$ cat src/rtl/scm_port_arbiter.sv
`default_nettype none
// ============================================================================
// Module   : scm_port_arbiter
// Purpose  : Two-master round-robin front end for a 1W/1R standard-cell memory,
//            with optional zero-fill of the array after reset.
// Revision : 1.0 - initial release
// ============================================================================
module scm_port_arbiter #(
  parameter int AW             = 4,
  parameter int DW             = 16,
  parameter int CLEAR_ON_RESET = 1
) (
  input  logic          CLK,
  input  logic          RSTN,
  input  logic          M0_REQ,
  input  logic          M0_WR,
  input  logic [AW-1:0] M0_ADDR,
  input  logic [DW-1:0] M0_WDATA,
  output logic          M0_GNT,
  output logic          M0_RVALID,
  input  logic          M1_REQ,
  input  logic          M1_WR,
  input  logic [AW-1:0] M1_ADDR,
  input  logic [DW-1:0] M1_WDATA,
  output logic          M1_GNT,
  output logic          M1_RVALID,
  output logic [DW-1:0] RDATA,
  output logic          INIT_DONE,
  output logic          SCM_WE,
  output logic [AW-1:0] SCM_WADDR,
  output logic [DW-1:0] SCM_DIN,
  output logic          SCM_RE,
  output logic [AW-1:0] SCM_RADDR,
  input  logic [DW-1:0] SCM_DOUT
);

  typedef enum logic [0:0] {
    ST_INIT = 1'b0,
    ST_RUN  = 1'b1
  } state_t;

  localparam int            c_depth     = 2 ** AW;
  localparam logic [AW-1:0] c_last_addr = AW'(c_depth - 1);
  localparam state_t        c_rst_state = (CLEAR_ON_RESET != 0) ? ST_INIT : ST_RUN;

  state_t        r_state;
  state_t        w_next_state;
  logic [AW-1:0] r_cnt;
  logic [AW-1:0] w_next_cnt;
  logic          r_wr_last;
  logic          r_rd_last;
  logic          r_rv0;
  logic          r_rv1;

  logic          w_wc0, w_wc1, w_rc0, w_rc1;
  logic          w_wsel, w_rsel;
  logic          w_wgnt, w_rgnt;
  logic [AW-1:0] w_waddr, w_raddr;
  logic [DW-1:0] w_wdata;

  assign w_wc0 = M0_REQ & M0_WR;
  assign w_wc1 = M1_REQ & M1_WR;
  assign w_rc0 = M0_REQ & ~M0_WR;
  assign w_rc1 = M1_REQ & ~M1_WR;

  // Under contention the master that did not win last time gets the port.
  assign w_wsel  = (w_wc0 && w_wc1) ? ~r_wr_last : w_wc1;
  assign w_rsel  = (w_rc0 && w_rc1) ? ~r_rd_last : w_rc1;
  assign w_waddr = w_wsel ? M1_ADDR  : M0_ADDR;
  assign w_wdata = w_wsel ? M1_WDATA : M0_WDATA;
  assign w_raddr = w_rsel ? M1_ADDR  : M0_ADDR;

  always_comb begin
    w_next_state = r_state;
    w_next_cnt   = r_cnt;
    w_wgnt       = 1'b0;
    w_rgnt       = 1'b0;
    SCM_WE       = 1'b0;
    SCM_WADDR    = '0;
    SCM_DIN      = '0;
    SCM_RE       = 1'b0;
    SCM_RADDR    = '0;
    M0_GNT       = 1'b0;
    M1_GNT       = 1'b0;

    case (r_state)
      ST_INIT: begin
        // RSTN gating keeps the write strobe low while reset is held.
        SCM_WE     = RSTN;
        SCM_WADDR  = r_cnt;
        w_next_cnt = r_cnt + 1'b1;
        if (r_cnt == c_last_addr) begin
          w_next_state = ST_RUN;
        end
      end
      ST_RUN: begin
        w_wgnt = RSTN & (w_wc0 | w_wc1);
        // A read colliding with this cycle's write waits one cycle for the new data.
        w_rgnt = RSTN & (w_rc0 | w_rc1) & ~(w_wgnt && (w_raddr == w_waddr));
        if (w_wgnt) begin
          SCM_WE    = 1'b1;
          SCM_WADDR = w_waddr;
          SCM_DIN   = w_wdata;
        end
        if (w_rgnt) begin
          SCM_RE    = 1'b1;
          SCM_RADDR = w_raddr;
        end
        M0_GNT = (w_wgnt & ~w_wsel) | (w_rgnt & ~w_rsel);
        M1_GNT = (w_wgnt &  w_wsel) | (w_rgnt &  w_rsel);
      end
      default: begin
        w_next_state = c_rst_state;
        w_next_cnt   = '0;
      end
    endcase
  end

  always_ff @(posedge CLK or negedge RSTN) begin
    if (!RSTN) begin
      r_state   <= c_rst_state;
      r_cnt     <= '0;
      r_wr_last <= 1'b1;
      r_rd_last <= 1'b1;
      r_rv0     <= 1'b0;
      r_rv1     <= 1'b0;
    end else begin
      r_state <= w_next_state;
      r_cnt   <= w_next_cnt;
      if (w_wgnt) r_wr_last <= w_wsel;
      if (w_rgnt) r_rd_last <= w_rsel;
      r_rv0 <= w_rgnt & ~w_rsel;
      r_rv1 <= w_rgnt &  w_rsel;
    end
  end

  assign M0_RVALID = r_rv0;
  assign M1_RVALID = r_rv1;
  assign RDATA     = (r_rv0 | r_rv1) ? SCM_DOUT : '0;
  assign INIT_DONE = (r_state == ST_RUN);

endmodule
`default_nettype wire

$ cat config.mk
export PLATFORM = sky130hd
export DESIGN_NAME = scm_port_arbiter
export DESIGN_NICKNAME = d
export VERILOG_FILES = /design/src/rtl/scm_port_arbiter.sv
export SDC_FILE = /design/constraint.sdc
export NUM_CORES = 1
export LEC_CHECK = 0
export ABC_CLOCK_PERIOD_IN_PS = 2500
export BUFFER_PORTS_ARGS = -buffer_cell sky130_fd_sc_hd__buf_2
export CAP_MARGIN = 20
export CORE_UTILIZATION = 34
export CTS_BUF_LIST = sky130_fd_sc_hd__clkbuf_16
export DETAILED_ROUTE_END_ITERATION = 7
export PLACE_DENSITY_LB_ADDON = 0.15
export SLEW_MARGIN = 25
export SYNTH_ARGS = -nofsm -noshare
export SYNTH_HDL_FRONTEND = slang
export SYNTH_SLANG_ARGS = --single-unit
$ cat constraint.sdc
create_clock -name CLK -period 2.5 [get_ports CLK]
set_clock_uncertainty 0.15 [all_clocks]
set_input_delay 0.5 -clock CLK [delete_from_list [all_inputs] [get_ports CLK]]
set_output_delay 0.5 -clock CLK [all_outputs]
set_load 0.005 [all_outputs]
; ---- Word level (Yosys, flattened, before mapping)
; Cells that the tools add are included.
[word_totals]
ff_bits = 9
inputBits = 62
out_inout_bits = 47
elab_cells = 60
[classes]
n_addsub = 1
n_eq_ne = 2
muxes = 22
bitwise = 26
reduce_logical = 3
[ops]
columns = operator, n
row1 = two-way mux 16 bit, 4
row2 = two-way mux 4 bit, 5
row3 = AND 1 bit, 13
row4 = two-way mux 1 bit, 11
row5 = inverter 1 bit, 8
row6 = one-hot mux 4 bit (2 select lines), 1
row7 = bitwise OR 1 bit, 5
row8 = "adder 4 x 1 -> 4 bit, second input constant", 1
row9 = equality test 4 bit, 1
row10 = "equality test 4 bit, second input constant", 1
row11 = logical AND 1 bit, 3
row12 = one-hot mux 1 bit (2 select lines), 1

; ---- Longest topological paths before layout
; Gate-level depths: netlist of the first run.
[logic_depth]
word_depth = 12
depth_mapped = 6
depth_no_buf = 4

; ---- Worst setup path before layout of the first run
; Ideal clock, no wire load.
[synth_path]
kind = input-to-output
start = input M1_WR
end = output SCM_DIN[10]
t_arrival_ps = 1413
required_time_ps = 1850
path_slack_ps = 437
path_stages = 6
path_buffers = 2
path_cell_list = nand2_2 -> a31oi_4 -> and3_4 -> buf_8 -> buf_12 -> a22o_1
[synth_between]
elab_chain_len = 6
word_cells_on_any_way = 8
cone_classes = mux: 4 / bitwise: 3 / reduce/logical: 1
[synth_rtl]
columns = item, line_no
row1 = "start, declared", 22  ; input logic M1_WR,
row2 = AND 1 bit *, 62  ; assign w_wc1 = M1_REQ & M1_WR;
row3 = logical AND 1 bit, 67  ; assign w_wsel = (w_wc0 && w_wc1) ? ~r_wr_last : w_wc1;
row4 = two-way mux 1 bit, 67
row5 = two-way mux 16 bit, 70  ; assign w_wdata = w_wsel ? M1_WDATA : M0_WDATA;
row6 = two-way mux 16 bit *, 100  ; if (w_wgnt) begin
row7 = two-way mux 16 bit *, 86  ; case (r_state)
row8 = "end, declared", 31  ; output logic [DW-1:0] SCM_DIN,
; Every way passes the cells marked *; elsewhere a longest branch is shown, timed or not.

; ---- Worst setup path in the final report of the first run
[layout_path]
start = input M1_WR
end = output M1_GNT
[layout_between]
elab_chain_len = 12
word_cells_on_any_way = 21
cone_classes = eq/ne: 1 / mux: 5 / bitwise: 12 / reduce/logical: 3
[layout_rtl]
columns = item, line_no
row1 = inverter 1 bit, 64  ; assign w_rc1 = M1_REQ & ~M1_WR;
row2 = AND 1 bit, 64
row3 = logical AND 1 bit, 68  ; assign w_rsel = (w_rc0 && w_rc1) ? ~r_rd_last : w_rc1;
row4 = two-way mux 1 bit, 68
row5 = two-way mux 4 bit, 71  ; assign w_raddr = w_rsel ? M1_ADDR : M0_ADDR;
row6 = equality test 4 bit, 99  ; w_rgnt = RSTN & (w_rc0 | w_rc1) & ~(w_wgnt && (w_raddr == w_waddr));
row7 = logical AND 1 bit, 99
row8 = inverter 1 bit, 99
row9 = AND 1 bit, 99
row10 = AND 1 bit, 110  ; M1_GNT = (w_wgnt & w_wsel) | (w_rgnt & w_rsel);
row11 = bitwise OR 1 bit *, 110
row12 = two-way mux 1 bit *, 86
row13 = "end, declared", 25  ; output logic M1_GNT,
; Marked as above.

==> results.json, run 1 <==
{
  "cts_made_buffers": 3,
  "fin_cells": 249,
  "num_rows": 19,
  "outcome": "finished clean",
  "setup-tns-final_ns": 0,
  "period_minus_slack_ns": 2.34,
  "cts_setup_buffers": 0,
  "wl_microns": 2980,
  "initial_core_util": 0.355,
  "power_uw": 655,
  "synth_warnings": 0,
  "worstSetupStartpointType": "primary input",
  "fmax_mhz": 428,
  "io-pin-count": 109,
  "p_comb_frac": 0.325,
  "areaGrowthSynthToFinish_pct": 66.0,
  "seqPwrFrac": 0.257,
  "hold_path.class": "in -> async",
  "worst-setup-path-type": "in -> out",
  "ant_nets": 0,
  "grt_pass1_vias": 1113,
  "ir_drop_uv": 443,
  "num-fill-cells": 264,
  "grt_max_degree": 19,
  "finalSetupViolCount": 0,
  "drt_iter0_drc": 42,
  "maxCapViolCount": 0,
  "grt.overflow.total": 0,
  "max_slew_margin": 0.675,
  "endpoint_kind": "output port",
  "clkTransAtPathRegs_ns": 0.04,
  "synth_nets": 170,
  "internal-power_uw": 487,
  "final_cell_mix": "buf_2 (108), nor2b_1 (17), a22o_1 (16)",
  "cts-root-buf": "clkbuf_16",
  "first_pass_iters": 6,
  "drive_gt1_frac": 0.587,
  "layout_commonest_cell": "buf_2",
  "synth-edff-count": 0,
  "synth_cell_types": 37,
  "post_drt_wl_per_cell_microns": 12.0,
  "synth.top_cell.area_share": 0.180,
  "cts.sinks": 9,
  "die_x_microns": 55.4,
  "routabilityCongestion": 0.754,
  "power_density_nw_per_um2": 407,
  "synth-seq-area-share": 0.235,
  "clockBufferDepth": 2,
  "whs_ns": 0.127,
  "p_leak_uw": 0.000916,
  "critPathMaxFanout": 8,
  "synth_async_sr_flop_share": 1.00,
  "synth.avg_cell_area_sq_um": 9.07,
  "antenna_cells": 0,
  "fin_crit_sh": 0.934,
  "syn_area_sq_um": 971,
  "cts-htree-levels": 1,
  "dpl-instance-area_sq_um": 1520,
  "cp.required_ns": 1.85,
  "grt_usage": 0.185,
  "antenna_found_initial": 0,
  "clkPwrFrac": 0.417,
  "synth_area_leaders": "dfrtp_1 (18%), a22o_1 (14%), nor2b_1 (11%)",
  "grt_first_pass_wirelength_microns": 4770,
  "syn-instance-count": 107,
  "synth-seq-cells": 9,
  "switching_share": 0.257,
  "coreArea_sq_um": 2730,
  "cts_tree": "done",
  "viasPerCell": 4.85,
  "synthFlopType": "dfrtp_1",
  "placed_cells": 244,
  "die_area_sq_um": 3070,
  "slew_viol_final": 0,
  "nets": 282,
  "p_switching_uw": 169,
  "fin_area_sq_um": 1610,
  "io_buffers": 108,
  "critPathArrivalTime_ns": 1.69,
  "worst_pin_slew_ns": 0.485,
  "dp_hpwl_microns": 2440,
  "hold_viol": 0,
  "die_y_microns": 55.4,
  "vias": 1207,
  "rsz0062_at_grt": "false",
  "drc": 0,
  "clock_latency_ns": 0.23,
  "yosys.area.top_type": "dfrtp_1"
}
## sequential cells by signal, summed over array words and instances (netlist names)
signal,count
M0_RVALID,1
r_rd_last,1
r_cnt,4
r_wr_last,1
M1_RVALID,1
INIT_DONE,1
## critical path, cell delays in order
cell and delay [ns]:
buf_2 0.12, or2b_2 0.30, a21oi_1 0.22, o21ai_1 0.24, o21bai_1 0.17, buf_2 0.13
## layout make-up
class | instances | area [sq um] | area share
Clock buffer | 3 | 75.1 | 0.0466
Clock inverter | 1 | 3.75 | 0.00233
Inverter | 6 | 22.5 | 0.0140
Multi-Input combinational cell | 87 | 669 | 0.415
Sequential cell | 9 | 229 | 0.142
Tap cell | 31 | 38.8 | 0.0241
Timing Repair Buffer | 112 | 573 | 0.356
## final timing paths
path                                      start                   end  slack, ns  depth (start not counted)
setup / recovery                          M1_WR                M1_GNT       0.16                          6
hold / removal                             RSTN  r_cnt[2]$_DFFE_PN0N_       0.13                          2
setup reg to reg            INIT_DONE$_DFF_PN0_  r_cnt[3]$_DFFE_PN0N_       1.04                          2
hold reg to reg            r_cnt[0]$_DFFE_PN0N_  r_cnt[0]$_DFFE_PN0N_       0.35                          1
max in group asynchronous                  RSTN   M0_RVALID$_DFF_PN0_       1.52                          2
min in group CLK           r_cnt[0]$_DFFE_PN0N_  r_cnt[0]$_DFFE_PN0N_       0.35                          1
## per-layer routing
metal  GRT usage  up-vias  wire, microns
li1            -      614              -
met1       0.211      544           1200
met2       0.356       47           1570
met3      0.0304        2            195
met4      0.0393        0             17
met5           0        -              0
## cell families after synthesis
| logic type | Yosys count | share of synthesized area |
|---|---|---|
| DFF | 9 | 0.235 |
| xor gates and xnor gates | 7 | 0.0631 |
| buffers and inverters | 11 | 0.0760 |
| adders and majority gates | 1 | 0.0129 |
| AOI/OAI and AO/OA | 34 | 0.298 |
| muxes | 9 | 0.0941 |
| and+or+nand+nor | 36 | 0.222 |
## cells in the mapped netlist, types with 2 or more instances
cell,number
dfrtp_1,7
nor2b_1,17
o21bai_1,2
inv_1,6
xnor2_1,7
mux2i_1,8
nor2_1,8
a22o_1,16
o22ai_1,5
dfstp_2,2
nand2_1,3
## power groups by stage
stage	registers [uW]	logic (uW)	clock network, uW
global route	170	234	289
floorplan	169	108	0
finish	168	213	273
detailed placement	171	213	0
CTS	169	215	276
global placement	170	210	0
## through the flow
step	setup slack (ns)	utilization
final	0.164	0.589
after global routing	0.0811	0.589
after CTS	0.0477	0.589
after detailed placement	0.181	0.557
after global placement	0.213	0.557
after floorplan	0.437	-
## timing repair
| item | CTS | global route |
|---|---|---|
| endpoints found under the setup margin | 0 | 16 |
| gates resized for setup | 0 | 1 |
| endpoints found under the hold margin | 2 | 0 |
| hold buffers | 1 | 0 |
No activity file was read; power rests on OpenSTA's default activity.
==> run 2: changes to the inputs <==
--- a/config.mk
+++ b/config.mk
@@ -11,6 +11,7 @@
 export CORE_UTILIZATION = 34
 export CTS_BUF_LIST = sky130_fd_sc_hd__clkbuf_16
 export DETAILED_ROUTE_END_ITERATION = 7
+export GPL_TIMING_DRIVEN = 0
 export PLACE_DENSITY_LB_ADDON = 0.15
 export SLEW_MARGIN = 25
 export SYNTH_ARGS = -nofsm -noshare
==> run 2 against run 1 <==
Effect of this change: combinational power up 4%; sequential share of layout area decreased by 0.50 points; total power rose by 2.1%; global-route usage increased by 1.3 points; sequential power about the same; first-iteration DRC count up 40%; hold slack worse by 0.0030 ns; cell area up 3.1%; sequential cell count unchanged; non-clock buffer count is 4 higher; largest cell class unchanged; largest power group unchanged; highest routed layer unchanged.
==> results.json, run 2 (same netlist as run 1, synthesis figures left out) <==
{
  "drive_gt1_frac": 0.595,
  "power_density_nw_per_um2": 403,
  "p_leak_uw": 0.000938,
  "maxCapViolCount": 0,
  "initial_core_util": 0.355,
  "ir_drop_uv": 342,
  "cpPeakStageDelay_ns": 0.56,
  "cts_made_buffers": 3,
  "critPathArrivalTime_ns": 1.69,
  "worst-setup-path-type": "reg -> out",
  "rsz0062_at_grt": "false",
  "use_met1": 0.239,
  "fin_crit_sh": 0.935,
  "clkTransAtPathRegs_ns": 0.04,
  "num_rows": 19,
  "clockBufferDepth": 2,
  "final_cell_mix": "buf_2 (109), nor2b_1 (17), a22o_1 (16)",
  "cts-root-buf": "clkbuf_16",
  "critPathMaxFanout": 10,
  "startpoint": "r_wr_last$_DFFE_PN1P_",
  "post_drt_wl_per_cell_microns": 12.1,
  "grt_first_pass_wirelength_microns": 5000,
  "wl_microns": 3070,
  "die_x_microns": 55.4,
  "use_met3": 0.0328,
  "io-pin-count": 109,
  "slew_viol_final": 0,
  "endpoint": "SCM_DIN[11]",
  "power_uw": 669,
  "crit_slowest_cell": "dfstp_2",
  "cts_tree": "done",
  "clock_latency_ns": 0.24,
  "path_depth": 6,
  "cts-htree-levels": 1,
  "max_slew_margin": 0.714,
  "first_pass_iters": 6,
  "hold_viol": 0,
  "rr_worst_depth": 5,
  "timing.reg2reg.setup_slack_ns": 0.96,
  "outcome": "finished clean",
  "coreArea_sq_um": 2730,
  "viasPerCell": 4.92,
  "top_register": "r_cnt",
  "setup-tns-final_ns": 0,
  "worstSetupStartpointType": "flop",
  "fmax_mhz": 428,
  "grt_util_met2": 0.365,
  "grt_usage": 0.198,
  "busiest_layer": "met2",
  "grt_pass1_vias": 1145,
  "nets": 286,
  "routabilityCongestion": 0.733,
  "cp.required_ns": 1.85,
  "r2r_end": "r_wr_last$_DFFE_PN1P_",
  "areaGrowthSynthToFinish_pct": 71.1,
  "grt_max_degree": 11,
  "finalSetupViolCount": 0,
  "drt_iter0_drc": 59,
  "hold_path.class": "in -> async",
  "antenna_found_initial": 0,
  "worst_pin_slew_ns": 0.429,
  "period_minus_slack_ns": 2.34,
  "crit_family": "flip-flops",
  "vias": 1245,
  "timing.rr.start": "r_wr_last$_DFFE_PN1P_",
  "endpoint_kind": "output port",
  "die_area_sq_um": 3070,
  "path_cells": "a31oi_4, and3_4, buf_8, buf_12, a22o_1, buf_2",
  "cp.buffers_inverters": 3,
  "io_buffers": 108,
  "layout_commonest_cell": "buf_2",
  "largest_reg_flops": 4,
  "antenna_cells": 0,
  "ant_nets": 0,
  "die_y_microns": 55.4,
  "drc": 0,
  "dp_hpwl_microns": 2490,
  "cts.sinks": 9,
  "grt.overflow.total": 0
}
## run 2: changes by cell type in the layout (fill, tap and decap cells not counted)
| cell | change |
|---|---|
| a21oi_1 | -1 |
| buf_8 | +1 |
| dfrtp_2 | -1 |
| buf_2 | +1 |
| o21ai_2 | +1 |
| a21oi_2 | +1 |
| o21ai_1 | -1 |
| dfrtp_1 | +1 |
| clkbuf_1 | +1 |
| buf_12 | +1 |
## run 2: through the flow
| stage | setup slack, ns | instances | util | hold slack [ns] | cell area, sq um |
|---|---|---|---|---|---|
| 2_1_floorplan | 0.437 | 107 | - | 0.0544 | 971 |
| 3_3_place_gp | 0.120 | 246 | 0.567 | 0.236 | 1550 |
| 3_5_place_dp | 0.0976 | 246 | 0.567 | 0.240 | 1550 |
| 4_1_cts | 0.0792 | 251 | 0.600 | 0.131 | 1640 |
| 5_1_grt | 0.0434 | 253 | 0.608 | 0.140 | 1660 |
| 6_report | 0.162 | 253 | 0.608 | 0.124 | 1660 |
## run 2: power breakdown
group / total (uW) / leakage, uW / internal [uW] / switching, uW
logic: 221 / 0.000783 / 122 / 98.8
clock network: 280 / 0.0000423 / 209 / 71.1
registers: 168 / 0.000113 / 161 / 7.25
## run 2: layer usage
metal,part of all wire,vias to the layer above
li1,-,622
met1,0.41,572
met2,0.52,49
met3,0.059,2
met4,0.0055,0
met5,0,-
## run 2: how the worst min path moves through the flow
| stage | endpoint | depth (start not counted) | slack (ns) |
|---|---|---|---|
| finish | r_rd_last$_DFFE_PN1N_ | 1 | 0.12 |
| CTS | r_rd_last$_DFFE_PN1N_ | 1 | 0.13 |
| detailed placement | r_cnt[0]$_DFFE_PN0N_ | 1 | 0.24 |
| global placement | M0_RVALID$_DFF_PN0_ | 1 | 0.24 |
| global route | r_rd_last$_DFFE_PN1N_ | 1 | 0.14 |
| floorplan | INIT_DONE$_DFF_PN0_ | 0 | 0.05 |
## run 2: final cells by class
| type | instances | area (sq um) |
|---|---|---|
| fillers | 255 | 1070 |
| multi-input cells | 87 | 677 |
| repair buffers | 111 | 566 |
| flip-flops and latches | 9 | 228 |
| clock buffers | 3 | 75.1 |
| plain buffers | 5 | 51.3 |
| well taps | 31 | 38.8 |
| inverters | 6 | 22.5 |
| clock inverters | 1 | 3.75 |
## run 2: repair_timing
action / CTS / global route
hold buffers: 1 / 0
endpoints found under the hold margin: 7 / 0
gates resized for setup: 0 / 2
setup endpoints to repair: 0 / 6
setup buffers: 0 / 2
==> run 3: changes to the inputs <==
--- a/config.mk
+++ b/config.mk
@@ -6,7 +6,7 @@
 export NUM_CORES = 1
 export LEC_CHECK = 0
 export ABC_CLOCK_PERIOD_IN_PS = 2500
-export BUFFER_PORTS_ARGS = -buffer_cell sky130_fd_sc_hd__buf_2
+export BUFFER_PORTS_ARGS = -buffer_cell sky130_fd_sc_hd__clkbuf_2
 export CAP_MARGIN = 20
 export CORE_UTILIZATION = 34
 export CTS_BUF_LIST = sky130_fd_sc_hd__clkbuf_16
==> run 3 against run 2 <==
Effect of this change: combinational power rose by 3%; maximum frequency down 1.0%; total power barely moved; critical path depth is the same.
==> results.json, run 3 (same netlist as run 1, synthesis figures left out) <==
{
  "crit_slowest_cell": "dfstp_2",
  "worst-setup-path-type": "reg -> out",
  "drc": 0,
  "initial_core_util": 0.355,
  "critPathArrivalTime_ns": 1.71,
  "io_buffers": 108,
  "cts.sinks": 9,
  "hold_viol": 0,
  "io-pin-count": 109,
  "path_cells": "a31oi_4, buf_12, nor2_4, buf_4, a22o_1, clkbuf_2",
  "cpPeakStageDelay_ns": 0.56,
  "clock_latency_ns": 0.23,
  "rr_worst_depth": 5,
  "wl_microns": 3070,
  "path_depth": 6,
  "endpoint_kind": "output port",
  "startpoint": "r_wr_last$_DFFE_PN1P_",
  "num-fill-cells": 243,
  "crit_family": "flip-flops",
  "fin_crit_sh": 0.945,
  "p_leak_uw": 0.000928,
  "die_area_sq_um": 3070,
  "layout_commonest_cell": "clkbuf_2",
  "nets": 286,
  "ir_drop_uv": 408,
  "areaGrowthSynthToFinish_pct": 72.9,
  "post_drt_wl_per_cell_microns": 12.1,
  "drt_iter0_drc": 45,
  "cts_hold_buf": 0,
  "antenna_cells": 0,
  "outcome": "finished clean",
  "setup-tns-final_ns": 0,
  "final_core_util": 0.614,
  "period_minus_slack_ns": 2.36,
  "rsz0062_at_grt": "false",
  "grt.overflow.total": 0,
  "cts_made_buffers": 3,
  "cp.buffers_inverters": 3,
  "clkTransAtPathRegs_ns": 0.04,
  "cts_tree": "done",
  "dp_hpwl_microns": 2540,
  "worst_pin_slew_ns": 0.436,
  "timing.rr.start": "INIT_DONE$_DFF_PN0_",
  "hold_path.class": "in -> async",
  "worstSetupStartpointType": "flop",
  "placed_cells": 246,
  "routabilityCongestion": 0.735,
  "top_register": "r_cnt",
  "num_rows": 19,
  "antenna_found_initial": 0,
  "max_slew_margin": 0.709,
  "grt_usage": 0.196,
  "clockBufferDepth": 2,
  "fin_cells": 253,
  "cp.required_ns": 1.85,
  "ant_nets": 0,
  "vias": 1260,
  "die_x_microns": 55.4,
  "maxCapViolCount": 0,
  "cts-htree-levels": 1,
  "power_density_nw_per_um2": 399,
  "grt_first_pass_wirelength_microns": 5010,
  "viasPerCell": 4.98,
  "die_y_microns": 55.4,
  "coreArea_sq_um": 2730,
  "drive_gt1_frac": 0.599,
  "final_cell_mix": "clkbuf_2 (108), nor2b_1 (17), a22o_1 (16)",
  "grt_max_degree": 14,
  "slew_viol_final": 0,
  "largest_reg_flops": 4,
  "first_pass_iters": 6,
  "critPathMaxFanout": 10,
  "grt_pass1_vias": 1158,
  "cts-root-buf": "clkbuf_16",
  "finalSetupViolCount": 0,
  "fmax_mhz": 423
}
run 3: power breakdown:
group	switching, uW	internal, uW
Clock	65.8	209
Sequential	7.14	161
Combinational	102	125
Total	175	494
run 3: per-layer routing:
layer,part of all wire,global-route usage,vias to the layer above
met3,0.065,0.0304,7
li1,-,-,621
met2,0.51,0.351,58
met4,0.017,0.0750,0
met1,0.41,0.234,574
met5,0,0,-
run 3: per-stage QoR:
stage               hold WS [ns]  power, uW  area, sq um  worst slack (ns)
floorplan                 0.0544        278          971             0.437
global placement           0.243        382         1550             0.108
detailed placement         0.247        388         1550            0.0712
CTS                      0.00382        664         1630            0.0719
global route              0.0257        707         1680            0.0397
finish                   0.00921        669         1680             0.139
run 3: area by class of cell:
cell class              instances  area [sq um]  share of cell area
clock inverters                 1          3.75             0.00224
clock buffers                   3          75.1              0.0447
repair buffers                111           576               0.343
plain buffers                   5          51.3              0.0306
inverters                       6          22.5              0.0134
well taps                      31          38.8              0.0231
flip-flops and latches          9           228               0.136
multi-input cells              87           684               0.408
run 3: timing repair:
item / 4_1_cts / 5_1_grt
setup endpoints to repair: 0 / 7
buffers inserted: 0 / 3
gates resized for setup: 0 / 3
run 3: final timing paths:
| check | to | slack, ns |
|---|---|---|
| max in group asynchronous | r_wr_last$_DFFE_PN1P_ | 1.90 |
| min | r_cnt[1]$_DFFE_PN0N_ | 0.009 |
| min reg2reg | r_cnt[0]$_DFFE_PN0N_ | 0.36 |
| min in group CLK | r_cnt[0]$_DFFE_PN0N_ | 0.36 |
| max | SCM_DIN[14] | 0.14 |
| max reg2reg | r_rd_last$_DFFE_PN1N_ | 0.96 |
